$ cat src/rtl/gfx256_pkg.sv
// Shared types and helpers for the gfx256 target reader.
//   LINE_BITS            width of one cache line / bus data beat
//   line_addr_t          32-byte line address (byte address bits [31:5])
//   gfx256_reader_state_e reader FSM states
//   sel_to_lane()        lowest set byte select -> 32-bit lane index
//   lane_word()          extract one 32-bit lane from a line
package gfx256_pkg;

  localparam int unsigned LINE_BITS = 256;

  typedef logic [31:5] line_addr_t;

  typedef enum logic [1:0] {
    StIdle,
    StBus,
    StDeliver
  } gfx256_reader_state_e;

  // Lane of the lowest set select bit; an all-zero select maps to lane 0.
  function automatic logic [2:0] sel_to_lane(input logic [31:0] sel);
    logic [2:0] lane;
    lane = 3'd0;
    // Walk downwards so the lowest set bit is the last one written.
    for (int i = 31; i >= 0; i--) begin
      if (sel[i]) lane = 3'(i / 4);
    end
    return lane;
  endfunction

  function automatic logic [31:0] lane_word(input logic [LINE_BITS-1:0] line,
                                            input logic [2:0]           lane);
    return line[{lane, 5'b0} +: 32];
  endfunction

endpackage

$ cat src/rtl/gfx256_target_reader_if.sv
// Wishbone-style read bus between the target reader (master) and memory (slave).
//   cyc, stb  bus cycle / strobe
//   we        write enable (always 0 from the reader)
//   adr       byte address of the line
//   sel       byte selects
//   dat       full line returned by the slave
//   ack, err  slave completion / error
interface gfx256_target_reader_if;
  import gfx256_pkg::*;

  logic                 cyc;
  logic                 stb;
  logic                 we;
  logic [31:0]          adr;
  logic [31:0]          sel;
  logic [LINE_BITS-1:0] dat;
  logic                 ack;
  logic                 err;

  modport master (
    output cyc, stb, we, adr, sel,
    input  dat, ack, err
  );

  modport slave (
    input  cyc, stb, we, adr, sel,
    output dat, ack, err
  );

endinterface

$ cat src/rtl/gfx256_rr_arb2.sv
// Two-way round-robin arbiter.
//   clk_i, rst_i  clock, asynchronous active-high reset
//   req           request vector, bit n = port n
//   advance       arbitration window open; a grant issued here moves the pointer
//   grant         one-hot grant, zero when advance is low or nothing requests
// After reset port 0 counts as last served, so port 1 wins the first tie.
module gfx256_rr_arb2 (
  input  logic       clk_i,
  input  logic       rst_i,
  input  logic [1:0] req,
  input  logic       advance,
  output logic [1:0] grant
);

  logic last_q, last_d;  // index of the port granted most recently

  always_comb begin
    grant = 2'b00;
    if (advance) begin
      if (req == 2'b11) grant = last_q ? 2'b01 : 2'b10;
      else              grant = req;
    end
    last_d = last_q;
    if (|grant) last_d = grant[1];
  end

  always_ff @(posedge clk_i or posedge rst_i) begin
    if (rst_i) last_q <= 1'b0;
    else       last_q <= last_d;
  end

endmodule

$ cat src/rtl/gfx256_target_reader.sv
// Two-port read engine with a one-line cache in front of a 256-bit read bus.
//   clk_i, rst_i          clock, asynchronous active-high reset
//   c0_* (blender port)   req/addr/sel in, one-cycle ack and 32-bit data out
//   c1_* (texture port)   same as c0
//   busy_o                FSM is not idle
//   err_o, err_clr_i      sticky bus error / timeout flag and its clear
//   invalidate_i          drop the cached line
//   wbm                   bus master port (cyc/stb/adr/sel out, dat/ack/err in)
// Parameters: TIMEOUT bus cycles before abort, CACHE_EN enables hits.
module gfx256_target_reader
  import gfx256_pkg::*;
#(
  parameter int unsigned TIMEOUT  = 255,
  parameter bit          CACHE_EN = 1'b1
) (
  input  logic                          clk_i,
  input  logic                          rst_i,
  input  logic                          c0_req_i,
  input  logic [31:5]                   c0_addr_i,
  input  logic [31:0]                   c0_sel_i,
  output logic                          c0_ack_o,
  output logic [31:0]                   c0_data_o,
  input  logic                          c1_req_i,
  input  logic [31:5]                   c1_addr_i,
  input  logic [31:0]                   c1_sel_i,
  output logic                          c1_ack_o,
  output logic [31:0]                   c1_data_o,
  output logic                          busy_o,
  output logic                          err_o,
  input  logic                          err_clr_i,
  input  logic                          invalidate_i,
  gfx256_target_reader_if.master        wbm
);

  localparam logic [7:0] TmoLimit = 8'(TIMEOUT);

  gfx256_reader_state_e state_q, state_d;
  logic                 port_q, port_d;
  line_addr_t           addr_q, addr_d;
  logic [2:0]           lane_q, lane_d;
  logic [LINE_BITS-1:0] line_q, line_d;
  line_addr_t           line_addr_q, line_addr_d;
  logic                 valid_q, valid_d;
  logic                 inv_pend_q, inv_pend_d;  // invalidate seen while a fill is open
  logic                 err_q, err_d;
  logic [7:0]           tmo_q, tmo_d;
  logic [31:0]          data0_q, data0_d;
  logic [31:0]          data1_q, data1_d;

  logic [1:0]  grant;
  line_addr_t  req_addr;
  logic [2:0]  req_lane;
  logic        hit;
  logic        deliver;
  logic [31:0] deliver_word;

  gfx256_rr_arb2 u_arb (
    .clk_i   (clk_i),
    .rst_i   (rst_i),
    .req     ({c1_req_i, c0_req_i}),
    .advance (state_q == StIdle),
    .grant   (grant)
  );

  assign req_addr = grant[1] ? c1_addr_i : c0_addr_i;
  assign req_lane = sel_to_lane(grant[1] ? c1_sel_i : c0_sel_i);
  // A same-cycle invalidate beats the hit so stale data is never returned.
  assign hit      = CACHE_EN && valid_q && (line_addr_q == req_addr) && !invalidate_i;

  always_comb begin
    state_d      = state_q;
    port_d       = port_q;
    addr_d       = addr_q;
    lane_d       = lane_q;
    line_d       = line_q;
    line_addr_d  = line_addr_q;
    valid_d      = valid_q;
    inv_pend_d   = inv_pend_q;
    tmo_d        = tmo_q;
    data0_d      = data0_q;
    data1_d      = data1_q;
    err_d        = err_q & ~err_clr_i;
    deliver      = 1'b0;
    deliver_word = '0;

    case (state_q)
      StIdle: begin
        if (invalidate_i) valid_d = 1'b0;
        if (|grant) begin
          port_d = grant[1];
          addr_d = req_addr;
          lane_d = req_lane;
          if (hit) begin
            state_d      = StDeliver;
            deliver      = 1'b1;
            deliver_word = lane_word(line_q, req_lane);
          end else begin
            state_d    = StBus;
            tmo_d      = '0;
            inv_pend_d = 1'b0;
          end
        end
      end

      StBus: begin
        if (invalidate_i) inv_pend_d = 1'b1;
        if (wbm.err || tmo_q == TmoLimit) begin
          // New error overrides a coincident err_clr_i.
          state_d = StDeliver;
          err_d   = 1'b1;
          valid_d = 1'b0;
          deliver = 1'b1;
        end else if (wbm.ack) begin
          state_d      = StDeliver;
          line_d       = wbm.dat;
          line_addr_d  = addr_q;
          valid_d      = ~(inv_pend_q | invalidate_i);
          deliver      = 1'b1;
          deliver_word = lane_word(wbm.dat, lane_q);
        end else begin
          tmo_d = tmo_q + 8'd1;
        end
      end

      StDeliver: begin
        if (invalidate_i) valid_d = 1'b0;
        state_d = StIdle;
      end

      default: state_d = StIdle;
    endcase

    if (deliver) begin
      if (port_d) data1_d = deliver_word;
      else        data0_d = deliver_word;
    end
  end

  always_ff @(posedge clk_i or posedge rst_i) begin
    if (rst_i) begin
      state_q     <= StIdle;
      port_q      <= 1'b0;
      addr_q      <= '0;
      lane_q      <= '0;
      line_q      <= '0;
      line_addr_q <= '0;
      valid_q     <= 1'b0;
      inv_pend_q  <= 1'b0;
      err_q       <= 1'b0;
      tmo_q       <= '0;
      data0_q     <= '0;
      data1_q     <= '0;
    end else begin
      state_q     <= state_d;
      port_q      <= port_d;
      addr_q      <= addr_d;
      lane_q      <= lane_d;
      line_q      <= line_d;
      line_addr_q <= line_addr_d;
      valid_q     <= valid_d;
      inv_pend_q  <= inv_pend_d;
      err_q       <= err_d;
      tmo_q       <= tmo_d;
      data0_q     <= data0_d;
      data1_q     <= data1_d;
    end
  end

  // Bus strobes decode straight from the state register so reset drops them at once.
  assign wbm.cyc = (state_q == StBus);
  assign wbm.stb = (state_q == StBus);
  assign wbm.we  = 1'b0;
  assign wbm.adr = {addr_q, 5'b0};
  assign wbm.sel = '1;

  assign c0_ack_o  = (state_q == StDeliver) && !port_q;
  assign c1_ack_o  = (state_q == StDeliver) && port_q;
  assign c0_data_o = data0_q;
  assign c1_data_o = data1_q;
  assign busy_o    = (state_q != StIdle);
  assign err_o     = err_q;

endmodule

$ cat src/flat_wrapper.sv
// flat-port wrapper written by rule: the top's interface ports become plain ports
module gfx256_target_reader_flat import gfx256_pkg::*;
#(
  parameter int unsigned TIMEOUT  = 255,
  parameter bit          CACHE_EN = 1'b1
)
  (clk_i, rst_i, c0_req_i, c0_addr_i, c0_sel_i, c0_ack_o, c0_data_o, c1_req_i, c1_addr_i, c1_sel_i, c1_ack_o, c1_data_o, busy_o, err_o, err_clr_i, invalidate_i, wbm_cyc, wbm_stb, wbm_we, wbm_adr, wbm_sel, wbm_dat, wbm_ack, wbm_err);
  gfx256_target_reader_if wbm_i ();
  input  logic clk_i;
  input  logic rst_i;
  input  logic c0_req_i;
  input  logic [31:5] c0_addr_i;
  input  logic [31:0] c0_sel_i;
  output logic c0_ack_o;
  output logic [31:0] c0_data_o;
  input  logic c1_req_i;
  input  logic [31:5] c1_addr_i;
  input  logic [31:0] c1_sel_i;
  output logic c1_ack_o;
  output logic [31:0] c1_data_o;
  output logic busy_o;
  output logic err_o;
  input  logic err_clr_i;
  input  logic invalidate_i;
  output wire logic [$bits(wbm_i.cyc)-1:0] wbm_cyc;
  output wire logic [$bits(wbm_i.stb)-1:0] wbm_stb;
  output wire logic [$bits(wbm_i.we)-1:0] wbm_we;
  output wire logic [$bits(wbm_i.adr)-1:0] wbm_adr;
  output wire logic [$bits(wbm_i.sel)-1:0] wbm_sel;
  input wire logic [$bits(wbm_i.dat)-1:0] wbm_dat;
  input wire logic [$bits(wbm_i.ack)-1:0] wbm_ack;
  input wire logic [$bits(wbm_i.err)-1:0] wbm_err;
  assign wbm_cyc = wbm_i.cyc;
  assign wbm_stb = wbm_i.stb;
  assign wbm_we = wbm_i.we;
  assign wbm_adr = wbm_i.adr;
  assign wbm_sel = wbm_i.sel;
  assign wbm_i.dat = wbm_dat;
  assign wbm_i.ack = wbm_ack;
  assign wbm_i.err = wbm_err;
  gfx256_target_reader #(.TIMEOUT(TIMEOUT), .CACHE_EN(CACHE_EN)) u_core (.clk_i(clk_i), .rst_i(rst_i), .c0_req_i(c0_req_i), .c0_addr_i(c0_addr_i), .c0_sel_i(c0_sel_i), .c0_ack_o(c0_ack_o), .c0_data_o(c0_data_o), .c1_req_i(c1_req_i), .c1_addr_i(c1_addr_i), .c1_sel_i(c1_sel_i), .c1_ack_o(c1_ack_o), .c1_data_o(c1_data_o), .busy_o(busy_o), .err_o(err_o), .err_clr_i(err_clr_i), .invalidate_i(invalidate_i), .wbm(wbm_i));
endmodule
$ cat config.mk
export PLATFORM = sky130hd
export DESIGN_NAME = gfx256_target_reader_flat
export DESIGN_NICKNAME = d
export VERILOG_FILES = /design/src/rtl/gfx256_pkg.sv /design/src/rtl/gfx256_target_reader_if.sv /design/src/rtl/gfx256_rr_arb2.sv /design/src/rtl/gfx256_target_reader.sv /design/src/flat_wrapper.sv
export SDC_FILE = /design/constraint.sdc
export NUM_CORES = 1
export LEC_CHECK = 0
export BUFFER_PORTS_ARGS = -buffer_cell sky130_fd_sc_hd__clkbuf_2
export CAP_MARGIN = 20
export CORE_UTILIZATION = 40
export CTS_CLUSTER_SIZE = 24
export DETAILED_ROUTE_END_ITERATION = 8
export PLACE_DENSITY = 0.74
export SLEW_MARGIN = 25
export SYNTH_ARGS = -nofsm -noshare
export SYNTH_HDL_FRONTEND = slang
export SYNTH_SLANG_ARGS = --single-unit
$ cat constraint.sdc
create_clock -name clk_i -period 22.6 [get_ports clk_i]
set_input_delay 4.52 -clock clk_i [delete_from_list [all_inputs] [get_ports clk_i]]
set_output_delay 4.52 -clock clk_i [all_outputs]
set_load 0.02 [all_outputs]
# After elaboration in Yosys (flattened, before gate mapping)
# Index checks and enable logic that the tools add are counted.
[word_totals] reg_bits=392 output_inout_bits=135 word_cells=124
[op_classes] addsub=1 n_eq_ne=12 n_shift=2 mux=69 bitwise_logic=6 n_reduce_logical=21
[op_table] cell="$shiftx 256x9->32" n=2
[op_table] cell="$mux 32" n=5
[op_table] cell="$mux 3" n=32
[op_table] cell="$pmux 32 s2" n=1
[op_table] cell="$mux 8" n=4
[op_table] cell="$eq 27x27->1" n=1
[op_table] cell="$mux 27" n=1
[op_table] cell="$pmux 8 s2" n=1
[op_table] cell="$mux 1" n=14
[op_table] cell="$mux 2" n=7
[op_table] cell="$add 8x1->8 const B" n=1
[op_table] cell="$eq 8x8->1 const B" n=1
[op_table] cell="$ne 2x2->1 const B" n=4
[op_table] cell="$reduce_and 2->1" n=4
[op_table] cell="$pmux 1 s2" n=3
[op_table] cell="$reduce_and 3->1" n=2
[op_table] cell="$reduce_bool 2->1" n=3
[op_table] cell="$reduce_and 5->1" n=1
[op_table] cell="$eq 2x2->1 const B" n=2
[op_table] cell="$logic_and 1x1->1" n=4
[op_table] cell="$ne 2x1->1 const B" n=2
[op_table] cell="$not 1->1" n=4
[op_table] cell="$pmux 2 s2" n=1
[op_table] cell="$reduce_and 4->1" n=1
[op_table] cell="other kinds (8)" n=10

# Depth between registers and ports, before layout
# Gate-level depths: netlist (run 1).
[logic_depth] ltp_word=40 depth_mapped=13 ltp_nobuf=8

# Hierarchy
# Synthesis (run 1) repeated with hierarchy kept, for this count alone.
[unflattened] cells_unflattened=2116 area_unflattened_um2=19871.6
[by_module_without_submodules] module="gfx256_target_reader" n_inst=1 cells_each=2107 area_per_inst_um2=19806.5 seq_area_each_um2=9784.4
[by_module_without_submodules] module="gfx256_rr_arb2" n_inst=1 cells_each=9 area_per_inst_um2=65.1 seq_area_each_um2=25.0

# Worst setup path before layout (run 1)
# Ideal clock, no wire load.
[synth_timing] path_kind="input-to-reg" start="input c0_req_i" end="register u_core.data0_q[19], in the netlist u_core.c0_data_o[19]" setup_time_ps=125 arrival_ps=6916 required_time_ps=22475 slack_ps=15560 stages=10 n_path_buf=2 path_cell_list="a211oi_4 nand2_4 buf_6 nor4_2 o22ai_1 nor4_4 nand4_4 a21oi_2 clkbuf_4 mux2_2"
[synth_via] elab_chain_cells=40
[synth_rtl] element="from (decl)" line="flat_wrapper.sv:11" rtl="input logic c0_req_i;"
[synth_rtl] element="$eq 2x2->1" line="gfx256_rr_arb2.sv:20" rtl="if (req == 2'b11) grant = last_q ? 2'b01 : 2'b10;"
[synth_rtl] element="$mux 2 (*)" line="gfx256_rr_arb2.sv:20"
[synth_rtl] element="$mux 2 (*)" line="gfx256_rr_arb2.sv:19" rtl="if (advance) begin"
[synth_rtl] element="$mux 32" line="gfx256_target_reader.sv:66" rtl="assign req_lane = sel_to_lane(grant[1] ? c1_sel_i : c0_sel_i);"
[synth_rtl] element="$mux 3 (32 in series)" line="gfx256_pkg.sv:25" rtl="if (sel[i]) lane = 3'(i / 4);"
[synth_rtl] element="$shiftx 256x9->32" line="gfx256_pkg.sv:32" rtl="return line[{lane, 5'b0} +: 32];"
[synth_rtl] element="$mux 32" line="gfx256_target_reader.sv:93" rtl="if (hit) begin"
[synth_rtl] element="$mux 32" line="gfx256_target_reader.sv:89" rtl="if (|grant) begin"
[synth_rtl] element="$pmux 32 s2" line="gfx256_target_reader.sv:86" rtl="case (state_q)"
[synth_rtl] element="to (signal assigned)" line="gfx256_target_reader.sv:164" rtl="data0_q <= data0_d;"
[synth_rtl] element="to (decl)" line="gfx256_target_reader.sv:47" rtl="logic [31:0] data0_q, data0_d;"
# Every way passes the cells marked *; elsewhere a longest branch is shown, timed or not.
# A chain may end at the register's enable or synchronous reset.

# Worst setup path after layout (run 1)
[layout_timing] start="input c0_req_i" end="register u_core.data0_q[3], in the netlist u_core.c0_data_o[3]"
# The elaborated chain is that of the path after synthesis.

==> reports/qor.txt, run 1 <==
post-synth cell types - 67
FF+latch count, synth - 392
Hold Fails Final Rpt - 0
Netlist Area Pre-Place - 21200 µm²
H-tree levels - 2
fin util - 0.488
reg2reg start - u_core.state_q[0]
Final ANT Viol Nets - 0
status - finished, final reports clean
Worst Reg-to-Reg Cells - 9
CTS root buffer - clkbuf_16
Final GP Congestion - 0.962
dpl hpwl - 48700 µm
vias in the first global route - 18.6k
Max-slew headroom - 0.290
final WL - 73600 µm
Hold Crit Class - reg -> reg
CTS tree - yes
Placed Area - 24000 µm²
Syn Inst Count - 1868
TritonCTS Buffers - 44
post-route cell area - 25600 µm²
Vias - 18.2k
Core ar. - 52400 µm²
Longest Clk Path Bufs - 3
Primary FF master, synth - dfrtp_1
die area - 53900 µm²
clock sink count - 392
CTS resizes - 0
Die X - 232 µm
Port Buf Inserts - 478
Static Leakage - 11.4 nW
Slowest cell on crit path - a21oi_4
RSZ-0062 raised after global routing - false
EDFF count, synth - 0
row cnt - 84
Post-CTS Hold Buffers - 0
Critical Path RT - 23.06 ns
Via density - 6.10
Worst setup EP type - flip-flop
Peak supply drop - 0.0681 mV
Crit Reg-Reg Endpoint - u_core.c0_data_o[3]
pwr/cell area - 116 nW/µm²
Residual DRC - 0
hold_sp - u_core.line_q[142]
Max Slew Vio Count - 0
Fin Hold WS - 0.499 ns
Clock Latency Late Sink - 0.58 ns
height of the die - 232 µm
Avg Cell Area, Syn - 11.3 µm²
hold path cells - 1
data arrival time of the critical path - 9.47 ns
crit-path max FO - 35
P&R area growth vs syn - 20.8%
global-route wire length before repair - 109000 µm
Cell Chain, Critical Path - clkbuf_2 -> a211oi_4 -> nand2_4 -> a2111oi_1 -> o22ai_1 -> nor4_4 -> nand4_4 -> a21oi_4 -> buf_4 -> mux2_2
setup bufs post-CTS - 0
Post-layout nets - 2639
setup TNS - 0 ns
Global Route Usage Sum - 0.267
DR iter-0 viols - 1757
Synth async-reset ratio - 1.00
FF-to-FF setup slack - 17.15 ns
Clk pin slew, worst setup/hold paths - 0.06 ns
share of cells above drive strength 1 - 0.441
Setup Skew - 0.0278 ns
min Tclk post-route - 9.02 ns
synth warn - 0
type of origin of the critical path - input port
starting density of the core - 0.404
WL per Instance - 24.6 µm
Setup Viol. Count Final - 0
worst-margin pin slew - 1.07 ns
boundary pin count - 517
Max Fclk - 111 MHz
largest net degree at the start of global routing - 108
Post-Place Setup Slack - 13.00 ns
final period utilization - 0.399
total iterations of the first detailed-routing run - 5
WHS Endpoint - u_core.line_q[142]
critical path class - in -> reg
max-capacitance violation count - 0
final worst slack - 13.58 ns
grt ovf - 0
post-synthesis sequential area ratio - 0.463
initial antenna violation count - 13
crit-path max cell delay - 0.87 ns
worst max path at each step:
stage / from / endpoint / slack [ns]
2_1_floorplan: rst_i / u_core.addr_q[0] / 7.18
3_3_place_gp: c0_req_i / u_core.c0_data_o[6] / 13.15
3_5_place_dp: c0_req_i / u_core.c0_data_o[3] / 13.00
4_1_cts: c0_req_i / u_core.c0_data_o[3] / 13.65
5_1_grt: c0_req_i / u_core.c0_data_o[3] / 13.35
6_report: c0_req_i / u_core.c0_data_o[3] / 13.58
routing by layer:
metal  vias up  global-route usage  part of all wire
met1      9178               0.337              0.39
met3       213              0.0578             0.087
met5         -                   0           0.00077
met2      1052               0.431              0.48
li1       7783                   -                 -
met4         8               0.132             0.045
layout by cell type (no fill, tap or decap), drive strengths merged, types with 4 or more instances in the layout:
cell,instances
inv,65
a2111oi,65
nand4,4
nand2,152
o21ai,143
buf,26
dfrtp,392
bufinv,5
mux2i,11
xnor2,5
or4,10
clkbuf,541
a21oi,91
nor3,5
and3,9
nand2b,10
nor2b,5
nand3,79
o31ai,7
o211ai,6
o41ai,32
a221oi,33
o22ai,14
a21boi,6
nor4,26
nor2,21
o221ai,34
mux2,339
clkinv,13
mux4,64
o2111ai,4
conb,38
o2bb2ai,5
diode,10
a41oi,5
Yosys cell counts (all sizes together), types with 3 or more instances:
cell type,number,area (µm²)
nand4,4,40.0
dfrtp,392,9810
a21boi,6,48.8
o41ai,32,280
nor2b,5,31.3
mux4,64,1440
clkbuf,125,480
nand2b,10,62.6
o21bai,3,22.5
o2111ai,4,35.0
o31ai,7,52.6
a21oi,91,459
nor2,21,78.8
a41oi,5,43.8
nand3,79,395
or4,10,75.1
nor3,5,25.0
mux2,339,3820
mux2i,11,110
xnor2,5,43.8
o221ai,34,298
a221oi,33,295
o2bb2ai,5,43.8
nor4,26,190
a211oi,3,40.0
o21ai,143,716
o22ai,14,87.6
inv,64,240
a2111oi,65,571
nand2,152,578
o211ai,6,45.0
and3,9,56.3
buf,73,500
logic make-up (layout without fill, tap and decap cells):
logic type / count (synthesis) / in the layout / share of synthesized area
compound gates: 459 / 459 / 0.147
xor+xnor: 7 / 7 / 0.00289
fa+ha+maj: 1 / 1 / 0.000590
buf+inv: 263 / 650 / 0.0578
flops: 392 / 392 / 0.463
mux: 414 / 414 / 0.253
other cells: 2 / 48 / 0.000354
simple gates: 330 / 330 / 0.0755
metrics by stage:
stage,power [mW],std cells
5_1_grt,3.13,2987
2_1_floorplan,1.89,1904
6_report,2.97,2989
3_3_place_gp,2.14,2893
3_5_place_dp,2.20,2897
4_1_cts,2.98,2978
worst max-delay path: cells and delay by family:
family                 cells  cell delay, ns
AO/OA/AOI/OAI              4            2.23
AND/OR/NAND/NOR            3            1.61
multiplexers               1            0.40
buffers and inverters      2            0.61
area by class of cell:
cell class / count / area, µm²
Fill cell: 4676 / 26800
Clock buffer: 63 / 1330
Multi-Input combinational cell: 1249 / 10400
Clock inverter: 18 / 241
Timing Repair Buffer: 504 / 2680
Tap cell: 688 / 861
Antenna cell: 10 / 25.0
Sequential cell: 392 / 9820
Inverter: 65 / 251
report_power, final:
part | internal (mW) | total, mW | leakage, nW | switching [mW]
combinational | 0.462 | 0.971 | 5.74 | 0.510
clock | 0.466 | 0.768 | 0.779 | 0.302
sequential | 1.02 | 1.23 | 4.84 | 0.211
total | 1.95 | 2.97 | 11.4 | 1.02
flip-flops by register name, indices dropped and copies added, names as in the netlist, 2 cells and up:
name / count
u_core.lane_q: 3
u_core.c0_data_o: 32
u_core.line_q: 256
u_core.addr_q: 27
u_core.c1_data_o: 32
u_core.state_q: 2
u_core.tmo_q: 8
u_core.line_addr_q: 27
No activity file was read; power rests on OpenSTA's default activity.
==> run 2: changes to the inputs <==
==> constraint.sdc (replaced) <==
create_clock -name clk_i -period 8.8 [get_ports clk_i]
set_input_delay 1.76 -clock clk_i [delete_from_list [all_inputs] [get_ports clk_i]]
set_output_delay 1.76 -clock clk_i [all_outputs]
set_load 0.02 [all_outputs]
==> reports/qor.txt, run 2 (synthesized netlist as in run 1, its figures left out) <==
height of the die - 232 µm (unchanged)
sw power - 2.61 mW (was 1.02 mW)
commonest non-fill, non-tap cell in the layout - clkbuf_2 (unchanged)
Max-slew headroom - 0.271 (was 0.290)
boundary pin count - 517 (unchanged)
reg2reg start - u_core.state_q[0] (unchanged)
die area - 53900 µm² (unchanged)
Vias - 18.2k (about the same)
Crit Reg-Reg Endpoint - u_core.c0_data_o[16] (was u_core.c0_data_o[3])
Worst setup EP type - flip-flop (unchanged)
Hold Crit Class - reg -> reg (unchanged)
CTS resizes - 0 (unchanged)
Post-CTS Hold Buffers - 0 (unchanged)
Worst Reg-to-Reg Cells - 9 (unchanged)
P_int - 4.95 mW (was 1.95 mW)
Max Fclk - 160 MHz
dpl hpwl - 48800 µm (was 48700 µm)
most frequent cells in the layout - clkbuf_2, dfrtp_1, mux2_2, nand2_1, o21ai_0 (unchanged)
WL per Instance - 24.6 µm (about the same)
row cnt - 84 (unchanged)
RSZ-0062 raised after global routing - false (unchanged)
most flop-heavy register - u_core.line_q (unchanged)
Slowest cell on crit path - nand4_4 (was a21oi_4)
FF-to-FF setup slack - 3.34 ns (was 17.15 ns)
Max Slew Vio Count - 0 (unchanged)
final worst slack - 2.56 ns (was 13.58 ns)
Cell Chain, Critical Path - clkbuf_2 -> a211oi_4 -> nand2_4 -> a2111oi_1 -> o22ai_1 -> nor4_4 -> nand4_4 -> a21oi_4 -> buf_4 -> mux2_2 (unchanged)
final WL - 73200 µm (was 73600 µm)
Clock Latency Late Sink - 0.58 ns (about the same)
crit-path max cell delay - 0.79 ns (was 0.87 ns)
Longest Clk Path Bufs - 3 (unchanged)
Hold Fails Final Rpt - 0 (unchanged)
Comb pwr share - 0.329 (was 0.327)
clock network fraction of total power - 0.252 (was 0.258)
setup TNS - 0 ns (unchanged)
clock sink count - 392 (unchanged)
Power Total - 7.56 mW (was 2.97 mW)
Post-Place Setup Slack - 1.93 ns (was 13.00 ns)
fill cell count - 4632 (was 4676)
type of origin of the critical path - input port (unchanged)
pwr/cell area - 297 nW/µm² (was 116 nW/µm²)
largest net degree at the start of global routing - 185 (was 108)
critical path class - in -> reg (unchanged)
Setup Skew - 0.0280 ns (was 0.0278 ns)
DR iter-0 viols - 1506 (was 1757)
WHS Endpoint - u_core.valid_q (was u_core.line_q[142])
Global Route Usage Sum - 0.267 (about the same)
total iterations of the first detailed-routing run - 5 (unchanged)
Peak supply drop - 0.214 mV (was 0.0681 mV)
TritonCTS Buffers - 45 (was 44)
Multi-input gate area - 10400 µm² (unchanged)
Critical Path RT - 9.24 ns (was 23.06 ns)
final period utilization - 0.709
Static Leakage - 11.3 nW (was 11.4 nW)
max-capacitance violation count - 0 (unchanged)
Post-layout nets - 2637 (was 2639)
worst-margin pin slew - 1.09 ns (was 1.07 ns)
hold_sp - u_core.inv_pend_q (was u_core.line_q[142])
Fin Hold WS - 0.487 ns (was 0.499 ns)
Seq. cell area - 9820 µm² (unchanged)
Flop pwr share - 0.419 (was 0.415)
Residual DRC - 0 (unchanged)
grt ovf - 0 (unchanged)
CTS tree - yes (unchanged)
setup bufs post-CTS - 0 (unchanged)
max reg flops - 256 (unchanged)
H-tree levels - 2 (unchanged)
min Tclk post-route - 6.24 ns
hold path cells - 1 (unchanged)
CTS root buffer - clkbuf_16 (unchanged)
status - finished, final reports clean (unchanged)
Final ANT Viol Nets - 0 (unchanged)
Final GP Congestion - 0.932 (was 0.962)
Via density - 6.09 (was 6.10)
vias in the first global route - 18.8k (was 18.6k)
switching part of the total - 0.346 (was 0.344)
Core ar. - 52400 µm² (unchanged)
Port Buf Inserts - 478 (unchanged)
Setup Viol. Count Final - 0 (unchanged)
initial antenna violation count - 12 (was 13)
starting density of the core - 0.404 (unchanged)
crit-path max FO - 35 (unchanged)
P&R area growth vs syn - 20.3% (was 20.8%)
CP startpoint - c0_req_i (unchanged)
Die X - 232 µm (unchanged)
global-route wire length before repair - 110000 µm (was 109000 µm)
data arrival time of the critical path - 6.67 ns (was 9.47 ns)
Placed Area - 23900 µm² (was 24000 µm²)
post-route cell area - 25500 µm² (was 25600 µm²)
share of cells above drive strength 1 - 0.438 (was 0.441)
Clk pin slew, worst setup/hold paths - 0.06 ns (about the same)
run 2: cell types whose count changed in the layout (fill, tap and decap cells not counted), moves of 2 or more:
cell,change
clkbuf_1,+4
buf_12,+2
buf_4,-2
buf_6,-2
bufinv_16,-2
clkbuf_8,-2
clkinv_2,-2
clkinv_4,-2
clkinvlp_4,+2
run 2: how the worst max path moves through the flow:
stage | endpoint | cells past startpoint
after global placement | u_core.c0_data_o[7] | 11
final | u_core.c0_data_o[16] | 10
after CTS | u_core.c0_data_o[7] | 9
after global routing | u_core.c1_data_o[16] | 10
after floorplan | u_core.addr_q[0] | 1
after detailed placement | u_core.c1_data_o[7] | 9
run 2: layer usage:
layer / share of wire / wire length (µm) / vias up / track usage
met5: 0.00067 / 49 / - / 0
met3: 0.081 / 5920 / 227 / 0.0582
met2: 0.48 / 35100 / 986 / 0.431
li1: - / - / 7768 / -
met4: 0.044 / 3200 / 8 / 0.144
met1: 0.40 / 28900 / 9170 / 0.333
run 2: metrics by stage:
step,util,instances
global placement,0.456,2892
finish,0.486,2982
floorplan,-,1904
detailed placement,0.456,2893
CTS,0.484,2971
global route,0.486,2979
run 2: layout make-up:
class / count / share of cell area
clock buffers: 66 / 0.0525
repair buffers: 501 / 0.104
diodes: 9 / 0.000883
flip-flops and latches: 392 / 0.385
clock inverters: 12 / 0.00569
well taps: 688 / 0.0338
inverters: 65 / 0.00972
multi-input cells: 1249 / 0.408
run 2: power groups by stage:
stage          Combinational, mW  Sequential, mW  Clock [mW]
6_report                    2.49            3.17        1.91
5_1_grt                     2.70            3.25        2.01
4_1_cts                     2.49            3.15        1.94
3_5_place_dp                2.47            3.17           0
3_3_place_gp                2.39            3.12           0
2_1_floorplan               1.69            3.16           0
run 2: worst max-delay path, delay by kind of cell:
kind / cells / cell delay (ns)
AOI/OAI and AO/OA: 4 / 2.16
and+or+nand+nor: 3 / 1.63
buffers and inverters: 2 / 0.63
muxes: 1 / 0.39
